### src/rtl/uart_pkg.sv
// Shared definitions for the UART transmit arbiter: register map, bit positions,
// FSM state encoding and the round-robin index helper.
package uart_pkg;

    localparam logic [7:0] UART_CTRL   = 8'h00;
    localparam logic [7:0] UART_STATUS = 8'h04;
    localparam logic [7:0] UART_BAUD   = 8'h08;
    localparam logic [7:0] UART_TXDATA = 8'h0C;

    localparam int CTRL_TX_EN   = 0;
    localparam int CTRL_RX_EN   = 1;
    localparam int CTRL_ID_EN   = 2;
    localparam int STAT_TX_BUSY = 0;
    localparam int STAT_RX_OVER = 1;

    // Transmit only: receive and ID bits stay clear in the init write.
    localparam logic [31:0] CTRL_INIT = (32'd1 << CTRL_TX_EN)
                                      & ~(32'd1 << CTRL_RX_EN)
                                      & ~(32'd1 << CTRL_ID_EN);

    typedef enum logic [5:0] {
        S_INIT_CTRL = 6'b000001,
        S_INIT_BAUD = 6'b000010,
        S_IDLE      = 6'b000100,
        S_POLL      = 6'b001000,
        S_WRITE     = 6'b010000,
        S_SETTLE    = 6'b100000
    } state_e;

    function automatic logic [2:0] rr_wrap_inc(input logic [2:0] idx, input int n);
        return (int'(idx) >= n - 1) ? 3'd0 : idx + 3'd1;
    endfunction

endpackage

### src/rtl/rr_arbiter.sv
// Round-robin request selector: picks the first asserted request at or after
// the pointer, wrapping at NUM_REQ.
module rr_arbiter
    import uart_pkg::*;
#(
    parameter int NUM_REQ = 4
) (
    input  logic [NUM_REQ-1:0] req_i,
    input  logic [2:0]         ptr_i,
    input  logic               en_i,
    output logic [NUM_REQ-1:0] gnt_o,
    output logic [2:0]         gnt_idx_o,
    output logic               any_req_o
);

    logic [7:0] req_ext;
    logic [2:0] cand;
    logic       found;

    assign req_ext   = 8'(req_i);
    assign any_req_o = |req_i;

    always_comb begin
        gnt_idx_o = '0;
        found     = 1'b0;
        cand      = ptr_i;
        for (int off = 0; off < NUM_REQ; off++) begin
            if (!found && req_ext[cand]) begin
                found     = 1'b1;
                gnt_idx_o = cand;
            end
            cand = rr_wrap_inc(cand, NUM_REQ);
        end
    end

    for (genvar gi = 0; gi < NUM_REQ; gi++) begin : g_gnt
        assign gnt_o[gi] = en_i && found && (gnt_idx_o == 3'(gi));
    end

endmodule

### src/rtl/uart_tx_arbiter.sv
// Shares one UART transmitter between NUM_REQ byte producers: initialises the
// UART, then round-robins requesters and writes each byte once TX is idle.
module uart_tx_arbiter
    import uart_pkg::*;
#(
    parameter int          NUM_REQ  = 4,
    parameter logic [31:0] BAUD_DIV = 32'h1B8,
    parameter int          CNT_W    = 16
) (
    input  logic                   clk,
    input  logic                   rst,
    input  logic [NUM_REQ-1:0]     req_valid_i,
    input  logic [NUM_REQ*8-1:0]   req_data_i,
    output logic [NUM_REQ-1:0]     req_ready_o,
    output logic [2:0]             grant_id_o,
    output logic                   uart_we_o,
    output logic [31:0]            uart_addr_o,
    output logic [31:0]            uart_data_o,
    input  logic [31:0]            uart_data_i,
    output logic                   busy_o,
    output logic [CNT_W-1:0]       tx_count_o
);

    state_e             state_q, state_d;
    logic [2:0]         ptr_q, ptr_d;
    logic [7:0]         byte_q, byte_d;
    logic [2:0]         grant_q, grant_d;
    logic [NUM_REQ-1:0] ready_q, ready_d;
    logic               we_q, we_d;
    logic [31:0]        addr_q, addr_d;
    logic [31:0]        data_q, data_d;
    logic               busy_q, busy_d;
    logic [CNT_W-1:0]   cnt_q, cnt_d;

    logic               arb_en;
    logic [NUM_REQ-1:0] arb_gnt;
    logic [2:0]         arb_idx;
    logic               arb_any;
    logic [7:0]         req_bytes [8];
    logic               unused_status;

    assign unused_status = ^uart_data_i[31:1];

    for (genvar gi = 0; gi < 8; gi++) begin : g_bytes
        if (gi < NUM_REQ) begin : g_used
            assign req_bytes[gi] = req_data_i[gi*8 +: 8];
        end else begin : g_pad
            assign req_bytes[gi] = 8'h00;
        end
    end

    rr_arbiter #(
        .NUM_REQ (NUM_REQ)
    ) u_arb (
        .req_i     (req_valid_i),
        .ptr_i     (ptr_q),
        .en_i      (arb_en),
        .gnt_o     (arb_gnt),
        .gnt_idx_o (arb_idx),
        .any_req_o (arb_any)
    );

    // Bus outputs are registered: each state's action appears on the port in
    // the cycle after the FSM sits in that state.
    always_comb begin
        state_d = state_q;
        ptr_d   = ptr_q;
        byte_d  = byte_q;
        grant_d = grant_q;
        ready_d = '0;
        we_d    = 1'b0;
        addr_d  = {24'h0, UART_STATUS};
        data_d  = '0;
        busy_d  = 1'b1;
        cnt_d   = cnt_q;
        arb_en  = 1'b0;
        case (state_q)
            S_INIT_CTRL: begin
                we_d    = 1'b1;
                addr_d  = {24'h0, UART_CTRL};
                data_d  = CTRL_INIT;
                state_d = S_INIT_BAUD;
            end
            S_INIT_BAUD: begin
                we_d    = 1'b1;
                addr_d  = {24'h0, UART_BAUD};
                data_d  = BAUD_DIV;
                state_d = S_IDLE;
            end
            S_IDLE: begin
                busy_d = 1'b0;
                arb_en = 1'b1;
                if (arb_any) begin
                    byte_d  = req_bytes[arb_idx];
                    grant_d = arb_idx;
                    ready_d = arb_gnt;
                    ptr_d   = rr_wrap_inc(arb_idx, NUM_REQ);
                    state_d = S_POLL;
                end
            end
            S_POLL: begin
                if (!uart_data_i[STAT_TX_BUSY]) begin
                    state_d = S_WRITE;
                end
            end
            S_WRITE: begin
                we_d    = 1'b1;
                addr_d  = {24'h0, UART_TXDATA};
                data_d  = {24'h0, byte_q};
                cnt_d   = cnt_q + CNT_W'(1);
                state_d = S_SETTLE;
            end
            S_SETTLE: begin
                state_d = S_IDLE;
            end
            default: begin
                state_d = S_INIT_CTRL;
            end
        endcase
    end

    always_ff @(posedge clk) begin
        if (rst) begin
            state_q <= S_INIT_CTRL;
            ptr_q   <= '0;
            byte_q  <= '0;
            grant_q <= '0;
            ready_q <= '0;
            we_q    <= 1'b0;
            addr_q  <= '0;
            data_q  <= '0;
            busy_q  <= 1'b1;
            cnt_q   <= '0;
        end else begin
            state_q <= state_d;
            ptr_q   <= ptr_d;
            byte_q  <= byte_d;
            grant_q <= grant_d;
            ready_q <= ready_d;
            we_q    <= we_d;
            addr_q  <= addr_d;
            data_q  <= data_d;
            busy_q  <= busy_d;
            cnt_q   <= cnt_d;
        end
    end

    assign req_ready_o = ready_q;
    assign grant_id_o  = grant_q;
    assign uart_we_o   = we_q;
    assign uart_addr_o = addr_q;
    assign uart_data_o = data_q;
    assign busy_o      = busy_q;
    assign tx_count_o  = cnt_q;

endmodule

### config.mk
export PLATFORM = sky130hd
export DESIGN_NAME = uart_tx_arbiter
export DESIGN_NICKNAME = d
export VERILOG_FILES = /design/src/rtl/uart_pkg.sv /design/src/rtl/rr_arbiter.sv /design/src/rtl/uart_tx_arbiter.sv
export SDC_FILE = /design/constraint.sdc
export NUM_CORES = 1
export LEC_CHECK = 0
export BUFFER_PORTS_ARGS = -buffer_cell sky130_fd_sc_hd__buf_4
export CAP_MARGIN = 40
export CELL_PAD_IN_SITES_DETAIL_PLACEMENT = 0
export CELL_PAD_IN_SITES_GLOBAL_PLACEMENT = 1
export CORE_MARGIN = 2
export CORE_UTILIZATION = 30
export CTS_BUF_LIST = sky130_fd_sc_hd__clkbuf_4
export DETAILED_ROUTE_END_ITERATION = 7
export PLACE_DENSITY = 0.7
export SLEW_MARGIN = 20
export SYNTH_ARGS = -nofsm -noshare
export SYNTH_HDL_FRONTEND = slang
export SYNTH_SLANG_ARGS = --single-unit
### constraint.sdc
create_clock -name clk -period 6.5 [get_ports clk]
set_clock_uncertainty 0.05 [all_clocks]
set_input_delay 0.975 -clock clk [delete_from_list [all_inputs] [get_ports clk]]
set_output_delay 0.975 -clock clk [all_outputs]
set_load 0.02 [all_outputs]
# After elaboration in Yosys (flattened, before gate mapping)
# Cells that the tools add are included.
word_totals:
  reg_bits: 106
  in_bits: 70
  output_inout_bits: 89
  elab_cells: 87
classes:
  add_sub_neg: 5
  order_cmp: 9
  eq_ne: 11
  mux: 31
  bitwise: 3
  reduce_logical: 18
op_table:
  columns: ["operator", "count"]
  rows:
  - ["$pmux W6 S5", 1]
  - ["$pmux W9 S3", 1]
  - ["$bmux W8 S3", 1]
  - ["$mux W3", 8]
  - ["$add A16 B1 Y16 const B", 1]
  - ["$lt A3 B4 Y1 const B", 4]
  - ["$mux W8", 2]
  - ["$add A3 B1 Y3 const B", 4]
  - ["$bmux W1 S3", 4]
  - ["$ge A3 B2 Y1 const B", 4]
  - ["$mux W6", 2]
  - ["$pmux W4 S3", 1]
  - ["$mux W1", 11]
  - ["$logic_and A1 B1 Y1", 8]
  - ["$eq A3 B2 Y1 const B", 2]
  - ["$eq A6 B1 Y1 const B", 1]
  - ["$eq A6 B2 Y1 const B", 1]
  - ["$eq A6 B3 Y1 const B", 1]
  - ["$eq A6 B4 Y1 const B", 1]
  - ["$eq A6 B5 Y1 const B", 1]
  - ["$eq A6 B6 Y1 const B", 1]
  - ["$reduce_or A3 Y1", 2]
  - ["$ge A4 B4 Y1 const B", 1]
  - ["$ne A2 B2 Y1 const B", 2]
  - ["other kinds (8)", 12]

# Logic depth before layout (Yosys ltp)
# Gate-level depths: netlist (run 1).
logic_depth:
  depth_word: 16
  mapped_depth: 26
  depth_no_buf: 23

# Modules after synthesis
# Synthesis (run 1) repeated with hierarchy kept, for this count alone.
unflattened:
  hier_cells: 358
  hier_area_um2: 3169.3
by_module_without_submodules:
  columns: ["mod", "n_inst", "cells_per_inst", "area_per_inst_um2", "seq_area_each_um2"]
  rows:
  - ["uart_tx_arbiter", 1, 294, 2667.6, 1061.0]
  - ["rr_arbiter", 1, 64, 501.7, 0.0]

# Worst setup path before layout (run 1)
# No wires, ideal clock.
synth_path:
  path_type: "reg2reg"
  startpoint: "register ptr_q[2]"
  endpoint: "register ptr_q[2]"
  setup_ns: 0.071
  arrival_time_ns: 4.637
  required_time_ns: 6.379
  path_slack_ns: 1.743
  stages_incl_launch_ff: 27
  path_buffers: 3
  period_less_slack_ns: 4.757
  cell_sequence: "dfxtp_1 > buf_4 > inv_1 > ha_1 > a211oi_1 > nand2_1 > inv_1 > ha_1 > ha_1 > inv_1 > nand2_2 > nor2_1 > ha_1 > ha_1 > or4_1 > o221ai_2 > o32ai_2 > a211oi_4 > o21a_4 > buf_8 > buf_12 > inv_2 > ha_1 > ha_1 > nor3_1 > o21ai_1 > a21oi_1"
synth_via:
  elab_chain_len: 14
  elab_cells_between_ends: 33
  classes_between: "4 x add/sub; 4 x order compare; 19 x mux; 6 x reduce/logical"
synth_rtl:
  columns: ["item", "line_no", "text"]
  rows:
  - ["start: declaration", "uart_tx_arbiter.sv:25", "logic [2:0] ptr_q, ptr_d;"]
  - ["start signal: assignment", "uart_tx_arbiter.sv:136", "ptr_q <= ptr_d;"]
  - ["branches (longest 11 deep; another with $add A3 B1 Y3)", null, null]
  - ["$mux W3 (*)", "rr_arbiter.sv:28", "if (!found && req_ext[cand]) begin"]
  - ["named net arb_idx[0]", "uart_tx_arbiter.sv:37", "logic [2:0] arb_idx;"]
  - ["$add A3 B1 Y3 / $ge A3 B2 Y1 (equally long branches)", "uart_pkg.sv:31", "return (int'(idx) >= n - 1) ? 3'd0 : idx + 3'd1;"]
  - ["$mux W3 (*)", "uart_pkg.sv:31", null]
# Mark *: on every way through the listed nets, which the timed path passes. The select of a mux whose other input is x is not followed.
# A chain may end at the register's enable or synchronous reset.

# Final worst setup path (run 1)
layout_path:
  startpoint: "register ptr_q[0]"
  endpoint: "register ptr_q[1]"
# Same word-level chain as after synthesis.

==> results of run 1 <==
-- per-layer routing --
layer | vias to the layer above | global-route usage
met3 | 5 | 0.0235
met4 | 0 | 0.0292
met5 | - | 0
li1 | 1376 | -
met2 | 81 | 0.204
met1 | 1286 | 0.153
-- layout by cell type, fill, tap and decap left out, types with 3 or more instances in the layout --
master	count
nand2b_1	3
mux2_4	6
o211ai_1	18
and2_1	4
nand3b_1	5
or2_2	4
o211a_1	8
nand2_1	15
mux2i_1	9
buf_4	74
xnor2_1	5
ha_1	12
and3_1	3
nor2b_1	4
clkbuf_4	5
nand3_1	6
inv_1	27
o21ai_0	12
conb_1	54
dfxtp_1	53
nor2_1	28
xor2_1	9
nor4_1	3
nand4_1	6
or3_1	3
a21boi_0	5
a21oi_1	11
nor3_1	8
-- stage by stage --
step / setup slack (ns) / utilization / hold WS [ns] / instance area (um2)
floorplan: 1.74 / - / 0.369 / 3620
detailed placement: 1.10 / 0.340 / 0.387 / 3840
global placement: 1.13 / 0.340 / 0.379 / 3840
global route: 0.686 / 0.348 / 0.440 / 3920
CTS: 1.04 / 0.348 / 0.410 / 3920
finish: 1.05 / 0.348 / 0.408 / 3920
-- final timing paths --
kind | start | to | slack, ns | depth (start not counted)
min | byte_q[6] | uart_data_o[6] | 0.41 | 2
min reg2reg | byte_q[6] | uart_data_o[6] | 0.41 | 2
max | ptr_q[0] | ptr_q[1] | 1.05 | 23
max reg2reg | ptr_q[0] | ptr_q[1] | 1.05 | 23
-- cell families (layout without fill, tap and decap cells) --
kind of cell,count (synthesis),in the layout
adder cells (fa/ha/maj),12,12
multiplexers,17,17
flip-flops,53,53
other,2,54
XOR/XNOR,14,14
AO/OA/AOI/OAI,82,82
buffers and inverters,100,111
AND/OR/NAND/NOR,107,107
-- final cells by class --
| type | count | area [um2] | share of cell area |
|---|---|---|---|
| Inverter | 29 | 111 | 0.0284 |
| Multi-Input combinational cell | 286 | 1930 | 0.492 |
| Clock inverter | 3 | 47.5 | 0.0121 |
| Sequential cell | 53 | 1060 | 0.270 |
| Clock buffer | 5 | 37.5 | 0.00957 |
| Tap cell | 143 | 179 | 0.0456 |
| Timing Repair Buffer | 74 | 556 | 0.142 |
-- registers in the layout, summed over array words and instances (netlist names) --
signal and flops:
busy_o 1, byte_q 8, grant_id_o 3, ptr_q 3
req_ready_o 4, state_q 6, tx_count_o 16, uart_addr_o 2
uart_data_o 9, uart_we_o 1
-- worst max-delay path, stage by stage, from the launching register on --
cell and delay, ns:
dfxtp_1 0.45, ha_1 0.26, ha_1 0.28, a211oi_1 0.38, nand2_1 0.19, inv_1 0.09, ha_1 0.14, ha_1 0.20
inv_1 0.08, nand2_2 0.11, nor2_1 0.06, ha_1 0.21, ha_1 0.26, or4_1 0.44, o221ai_2 0.26, o32ai_2 0.16
a211oi_4 0.45, o21a_4 0.41, inv_2 0.09, ha_1 0.19, ha_1 0.20, nor2_1 0.15, o211ai_1 0.11, a21oi_1 0.15
-- power by group --
group          internal [mW]  switching (mW)
sequential             0.333         0.00561
combinational         0.0548          0.0910
clock                 0.0840           0.111
total                  0.472           0.207
==> results_dict.tcl, run 1 <==
set metrics [dict create \
    post_cts_buffers 0 \
    routed_via_density 4.63 \
    slew_violations 0 \
    outcome "finished, final reports clean" \
    final.period_utilization 0.838 \
    synthArstFlopShare 0 \
    cp_data_arrival_time_ns 5.69 \
    ys_types 72 \
    fmaxAchievable_mhz 184 \
    dr_wl_met3_um 410 \
    syn_area_um2 3420 \
    end_kind "flop" \
    grt_max_degree 47 \
    synthAdderAreaFrac 0.0439 \
    grt_pass1_vias 2550 \
    initial_utilization 0.304 \
    h-tree-depth 2 \
    tightest_slew_ns 0.718 \
    finalNonFillerCells 593 \
    synthToLayoutAreaGrowth_pct 14.6 \
    grt_usage 0.119 \
    clkSinkCount 53 \
    die-area_um2 12300 \
    synth_edf_count 0 \
    ant_nets 0 \
    maxCapViolCount 0 \
    wl_um 7560 \
    seq_area_frac_synth 0.310 \
    clk_pin_slew_ns 0.17 \
    fill_cells 1182 \
    critPathKind "reg -> reg" \
    peakVddDrop_mv 0.0936 \
    cts_tree "yes" \
    required_ns 6.75 \
    clkLatencyLatePin_ns 0.38 \
    synth_compound_area_frac 0.193 \
    dieHeight_um 111 \
    wl_per_cell_um 12.7 \
    synthTopCellsByArea "dfxtp_1 31%, buf_4 12%, ha_1 4.4%" \
    synth-seq-cells 53 \
    drc_errors 0 \
    synth_xor_area_frac 0.0358 \
    drive_above_1_share 0.242 \
    cts_resized 0 \
    synth_area_per_cell_um2 8.85 \
    die-width_um 111 \
    slew_headroom 0.521 \
    io_pins 159 \
    ys_top_cells_by_count "54 x buf_4, 53 x dfxtp_1, 28 x nor2_1" \
    place_congestion 0.827 \
    cts.path.max_buffers 2 \
    yosysTopAreaCell "dfxtp_1" \
    synth-simple-area-share 0.173 \
    holdBufCountCts 0 \
    cts_buffers 5 \
    place_inst 585 \
    wl_met1_um 3470 \
    clockRootBuffer "clkbuf_4" \
    setup_viol 0 \
    power_mw 0.679 \
    yosysWarnings 0 \
    synth.most_common_cell "buf_4" \
    met2_length_um 3620 \
    highest_layer "met4" \
    hpwlAfterDp_um 5740 \
    finalSetupTns_ns 0 \
    synth_flop_cell "dfxtp_1" \
    drtIter0Drc 101 \
    p_leak_nw 1.83 \
    layout.nets 531 \
    crit_path_start_kind "flop" \
    fin_crit_ns 5.45 \
    num_rows 39 \
    synth_top_area_share 0.310 \
    hold_viol 0 \
    synth.area.mux_share 0.0592 \
    grt_antenna_before_repair 0 \
    hp-class "reg -> reg" \
    grt_first_pass_wirelength_um 12200 \
    io_buffers 74 \
    via_count 2748 \
    synth_top_family_by_area "compound AO/OA/AOI/OAI gates" \
    pwr_density_cell_nw_per_um2 173 \
    core_um2 11300 \
    cp_max_fo 22 \
    rsz0062_at_grt "false" \
    antenna_cells 0 \
    netlist_instances 387 \
    firstDrtPassIters 4 \
    grt_overflow 0 \
]
Power figures use the tool's default switching activity.
==> run 2: changes to the inputs <==
Settings changed: ABC_AREA set to 1, PLACE_DENSITY 0.7 to 0.76.
Clock period 6.5 ns to 4.7 ns, I/O delays scaled along.
==> run 2 against run 1 <==
  * First-iteration DRC count fell by 7.9%
  * Critical path depth decreased by 1
  * Sequential cell count unchanged
  * Maximum frequency up 27%
  * Global-route usage up 1.1 points
  * Synthesized area up 2.2%
  * Critical endpoint unchanged
  * Largest cell class unchanged
  * Highest routed layer unchanged
==> results_dict.tcl, run 2 <==
set metrics [dict create \
    hold_start "byte_q[2]" \
    crit_family "adder cells" \
    crit_top_cell "ha_1" \
    maxCapViolCount 0 \
    grt_overflow 0 \
    reg2reg_from "ptr_q[0]" \
    dieHeight_um 112 \
    crit_path_start_kind "flop" \
    r2r-end "ptr_q[1]" \
    critPathKind "reg -> reg" \
    synthTopCellsByArea "dfxtp_1 30%, buf_4 12%, inv_1 10%" \
    fmaxAchievable_mhz 234 \
    io_buffers 74 \
    p_sw_mw 0.314 \
    required_ns 4.97 \
    crit_chain "ha_1, ha_1, nor2_8, nand2_2, inv_1, ha_1, ha_1, inv_1, nand4_1, inv_2, ha_1, ha_1, inv_1, nand3_2, or2_1, nand4_1, nand2_2, ha_1, ha_1, nor2_1, nand3_1, a21oi_1" \
    grt_max_degree 29 \
    cts.path.max_buffers 2 \
    antenna_cells 0 \
    setup_viol 0 \
    outcome "finished, final reports clean" \
    synth-seq-cells 53 \
    wl_um 8080 \
    firstDrtPassIters 4 \
    yosysWarnings 0 \
    crit_buf_inv 4 \
    wl_per_cell_um 11.4 \
    hold_viol 0 \
    finalInstanceArea_um2 4030 \
    via_count 3125 \
    clkSinkCount 53 \
    finalNonFillerCells 710 \
    critical_path.max_stage_delay_ns 0.41 \
    drtIter0Drc 93 \
    cp_max_fo 11 \
    whs_ns 0.406 \
    hpwlAfterDp_um 6250 \
    place_area_um2 3970 \
    io_pins 159 \
    seq_area_frac_synth 0.303 \
    peakVddDrop_mv 0.0972 \
    grt_first_pass_wirelength_um 13600 \
    p_int_mw 0.605 \
    synth.most_common_cell "inv_1" \
    slew_headroom 0.564 \
    ys_types 41 \
    crit_cells 22 \
    grt_antenna_before_repair 0 \
    h-tree-depth 2 \
    dpl_worst_slack_ns 0.389 \
    fill_cells 1275 \
    clk_pin_slew_ns 0.15 \
    final.period_utilization 0.909 \
    synth_edf_count 0 \
    core_um2 11400 \
    slowest_stage "dfxtp_1" \
    layout_common_cells "94 x inv_1, 76 x buf_4, 64 x nand3_1" \
    num_rows 39 \
    synthToLayoutAreaGrowth_pct 15.3 \
    holdBufCountCts 0 \
    rsz0062_at_grt "false" \
    yosysTopAreaCell "dfxtp_1" \
    netlist_instances 494 \
    min_to "uart_data_o[2]" \
    ys_top_cells_by_count "94 x inv_1, 64 x nand3_1, 57 x nand2_1" \
    drc_errors 0 \
    swShare 0.342 \
    syn_area_um2 3500 \
    synth_top_area_share 0.303 \
    clkLatencyLatePin_ns 0.38 \
    cts_buffers 5 \
    initial_utilization 0.306 \
    die-area_um2 12500 \
    slew_violations 0 \
    clock_power_share 0.229 \
    largest_register_ffs 16 \
    place_inst 702 \
    tightest_slew_ns 0.648 \
    routed_via_density 4.40 \
    synth_flop_cell "dfxtp_1" \
    p_leak_nw 2.04 \
    end_kind "flop" \
    finalSetupTns_ns 0 \
    ant_nets 0 \
    synthArstFlopShare 0 \
    seq_power_share 0.506 \
    power_mw 0.919 \
    cp_data_arrival_time_ns 4.54 \
    comb_power_share 0.266 \
    hp-class "reg -> reg" \
    die-width_um 112 \
    grt_usage 0.130 \
    synth_area_per_cell_um2 7.08 \
    pwr_density_cell_nw_per_um2 228 \
    place_congestion 0.817 \
    finalCoreUtilization 0.353 \
    clockRootBuffer "clkbuf_4" \
    r2r_slack_ns 0.43 \
    drive_above_1_share 0.208 \
    ff2ff_path_depth 22 \
    fin_crit_ns 4.27 \
    setup_ws_ns 0.426 \
    min_path_cells 2 \
    layout.nets 648 \
    cts_tree "yes" \
    final_common_cell "inv_1" \
    grt_pass1_vias 2836 \
]
run 2: worst max-delay path by stage:
stage	to	slack, ns	from
finish	ptr_q[1]	0.43	ptr_q[0]
detailed placement	ptr_q[1]	0.39	ptr_q[0]
global route	ptr_q[1]	0.02	ptr_q[0]
global placement	ptr_q[0]	0.53	ptr_q[0]
CTS	ptr_q[1]	0.36	ptr_q[0]
floorplan	ptr_q[2]	0.84	ptr_q[0]
run 2: cells by family (layout without fill, tap and decap cells):
family,count (synthesis),count (layout),synth area share
AND/OR/NAND/NOR,214,214,0.331
XOR/XNOR,1,1,0.00250
flip-flops,53,53,0.303
buffers and inverters,162,183,0.240
adder cells (fa/ha/maj),12,12,0.0429
AO/OA/AOI/OAI,50,50,0.0776
other,2,54,0.00215
run 2: final cells by class:
cell class,count,area (um2),share of cell area
clock buffers,6,45.0,0.0112
clock inverters,2,13.8,0.00341
inverters,99,373,0.0924
multi-input cells,331,1790,0.444
flip-flops and latches,53,1060,0.263
well taps,143,179,0.0444
repair buffers,76,571,0.141
run 2: worst reg2reg max path, stage by stage, from the launching register on:
cell and delay (ns):
dfxtp_1 0.41, ha_1 0.23, ha_1 0.24, nor2_8 0.16, nand2_2 0.14, inv_1 0.13
ha_1 0.17, ha_1 0.14, inv_1 0.13, nand4_1 0.22, inv_2 0.07, ha_1 0.21
ha_1 0.17, inv_1 0.15, nand3_2 0.10, or2_1 0.33, nand4_1 0.15, nand2_2 0.18
ha_1 0.26, ha_1 0.18, nor2_1 0.17, nand3_1 0.10, a21oi_1 0.13
run 2: power by group through the flow:
| stage | logic (mW) | registers [mW] | clock network, mW |
|---|---|---|---|
| floorplan | 0.211 | 0.481 | 0 |
| global placement | 0.240 | 0.475 | 0 |
| detailed placement | 0.243 | 0.475 | 0 |
| CTS | 0.245 | 0.465 | 0.222 |
| global route | 0.275 | 0.466 | 0.244 |
| finish | 0.244 | 0.465 | 0.210 |
run 2: timing repair:
item / 4_1_cts / 5_1_grt
setup endpoints to repair: 0 / 3
buffers inserted: 0 / 0
resized for setup: 0 / 2
run 2: routing by layer:
layer / GRT usage / wire [um] / up-vias
met5: 0 / 0 / -
met4: 0.0309 / 75 / 0
met3: 0.0191 / 455 / 7
met2: 0.216 / 3850 / 117
met1: 0.178 / 3710 / 1371
li1: - / - / 1630
==> run 3: changes to the inputs <==
--- a/config.mk
+++ b/config.mk
@@ -8,5 +8,4 @@
 export ABC_AREA = 1
 export BUFFER_PORTS_ARGS = -buffer_cell sky130_fd_sc_hd__buf_4
-export CAP_MARGIN = 40
 export CELL_PAD_IN_SITES_DETAIL_PLACEMENT = 0
 export CELL_PAD_IN_SITES_GLOBAL_PLACEMENT = 1
==> constraint.sdc (replaced) <==
create_clock -name clk -period 4.7 [get_ports clk]
set_clock_uncertainty 0.05 [all_clocks]
set_input_delay 0 -clock clk [delete_from_list [all_inputs] [get_ports clk]]
set_output_delay 0 -clock clk [all_outputs]
set_load 0.02 [all_outputs]
==> run 3 against run 2 <==
  * Register-to-register slack got worse by 0.08 ns
  * Die area did not move
  * Maximum frequency fell by 1.8%
  * Global-route usage rose by 0.085 points
  * Routed wire length rose by 4.5%
  * Clock power fell by 9%
  * Core utilization rose by 1.6 points
  * Via count rose by 4.1%
  * Largest power group unchanged
  * Sequential power barely moved
  * Sequential share of layout area fell by 1.1 points
  * Worst hold slack got worse by 0.39 ns
==> results_dict.tcl, run 3 (synthesis results as in run 2) <==
set metrics [dict create \
    io_pins 159 \
    antenna_cells 0 \
    grt_overflow 0 \
    pwr_density_cell_nw_per_um2 217 \
    finalSetupTns_ns 0 \
    fin_crit_ns 4.35 \
    io_buffers 74 \
    maxCapViolCount 0 \
    p_int_mw 0.605 \
    cts_buffers 5 \
    cp_data_arrival_time_ns 4.59 \
    fmaxAchievable_mhz 230 \
    grt_antenna_before_repair 0 \
    via_count 3254 \
    routed_via_density 4.47 \
    synthToLayoutAreaGrowth_pct 20.5 \
    final_common_cell "inv_1" \
    grt_max_degree 29 \
    core_um2 11400 \
    fill_cells 1261 \
    setup_viol 0 \
    layout.nets 667 \
    grt_usage 0.130 \
    finalInstanceArea_um2 4210 \
    clockRootBuffer "clkbuf_4" \
    layout_common_cells "93 x inv_1, 77 x buf_4, 64 x nand3_1" \
    initial_utilization 0.306 \
    drtIter0Drc 109 \
    hp-class "in -> reg" \
    place_area_um2 3970 \
    finalCoreUtilization 0.369 \
    outcome "finished, final reports clean" \
    rsz0062_at_grt "false" \
    dpl_worst_slack_ns 0.398 \
    crit_path_start_kind "flop" \
    die-area_um2 12500 \
    largest_register_ffs 16 \
    grt_first_pass_wirelength_um 13700 \
    clock_power_share 0.209 \
    hpwlAfterDp_um 6370 \
    firstDrtPassIters 4 \
    die-width_um 112 \
    clk_pin_slew_ns 0.14 \
    grt_pass1_vias 2986 \
    num_rows 39 \
    p_leak_nw 2.10 \
    setup_ws_ns 0.349 \
    cp_max_fo 16 \
    drc_errors 0 \
    cts_tree "yes" \
    crit_path_start "ptr_q[1]" \
    place_congestion 0.816 \
    wl_um 8440 \
    drive_above_1_share 0.203 \
    slew_violations 0 \
    clkSinkCount 53 \
    cts.path.max_buffers 2 \
    peakVddDrop_mv 0.0990 \
    critPathKind "reg -> reg" \
    clkLatencyLatePin_ns 0.37 \
    reg2reg_from "ptr_q[1]" \
    ant_nets 0 \
    wl_per_cell_um 11.6 \
    hold_viol 0 \
    seq_power_share 0.508 \
    hold_start "req_data_i[14]" \
    dieHeight_um 112 \
    p_sw_mw 0.310 \
    swShare 0.339 \
    required_ns 4.94 \
    h-tree-depth 2 \
    final.period_utilization 0.926 \
    end_kind "flop" \
    tightest_slew_ns 0.601 \
    slew_headroom 0.595 \
    comb_power_share 0.283 \
]
run 3: metrics by stage:
stage / instances / hold slack, ns / power (mW)
after floorplan: 546 / 0.119 / 0.692
after global placement: 702 / 0.257 / 0.714
after detailed placement: 702 / 0.261 / 0.719
after CTS: 727 / 0.000390 / 0.928
after global routing: 728 / 0.0332 / 0.977
final: 728 / 0.0130 / 0.915
run 3: critical path: stages, from the launching register on:
cell	delay, ns
dfxtp_1	0.47
ha_1	0.19
ha_1	0.24
nor2_8	0.07
nand2_2	0.15
inv_1	0.11
ha_1	0.19
ha_1	0.17
inv_1	0.22
nand4_1	0.25
inv_2	0.14
ha_1	0.16
ha_1	0.15
inv_2	0.07
nand3_2	0.11
nand2_1	0.06
nand3_1	0.09
nand2_2	0.11
nand4_4	0.10
buf_4	0.21
nand3_1	0.10
nand3_1	0.10
dlygate4sd3_1	0.55
nand3_1	0.07
nand2_1	0.07
inv_1	0.04
run 3: final timing paths:
| kind | slack, ns | to | cells after the start |
|---|---|---|---|
| min | 0.01 | byte_q[6] | 7 |
| min reg2reg | 0.41 | uart_data_o[2] | 2 |
| max | 0.35 | byte_q[3] | 25 |
| max reg2reg | 0.35 | byte_q[3] | 25 |
run 3: repair_timing:
| action | 4_1_cts | 5_1_grt |
|---|---|---|
| resized for setup | 0 | 4 |
| buffers inserted | 0 | 1 |
| hold endpoints to repair | 25 | 0 |
| hold buffers | 18 | 0 |
| endpoints found under the setup margin | 0 | 7 |
run 3: power by group through the flow:
stage / Clock, mW / Combinational, mW / Sequential, mW
after floorplan: 0 / 0.211 / 0.481
after global placement: 0 / 0.240 / 0.475
after detailed placement: 0 / 0.244 / 0.475
after CTS: 0.205 / 0.258 / 0.465
after global routing: 0.222 / 0.287 / 0.467
final: 0.191 / 0.259 / 0.465
run 3: cell type report:
| cell class | count | area (um2) | area share |
|---|---|---|---|
| clock buffer | 5 | 37.5 | 0.00891 |
| clock inverter | 2 | 11.3 | 0.00267 |
| inverter | 99 | 373 | 0.0885 |
| multi-input combinational | 331 | 1790 | 0.425 |
| sequential | 53 | 1060 | 0.252 |
| tap | 143 | 179 | 0.0425 |
| timing repair buffer | 95 | 758 | 0.180 |
run 3: per-layer routing:
metal,routed length (um),part of all wire,GRT usage,vias to the layer above
li1,-,-,-,1668
met1,3780,0.45,0.168,1477
met2,4190,0.50,0.232,102
met3,411,0.049,0.0180,7
met4,63,0.0075,0.0293,0
met5,0,0,0,-
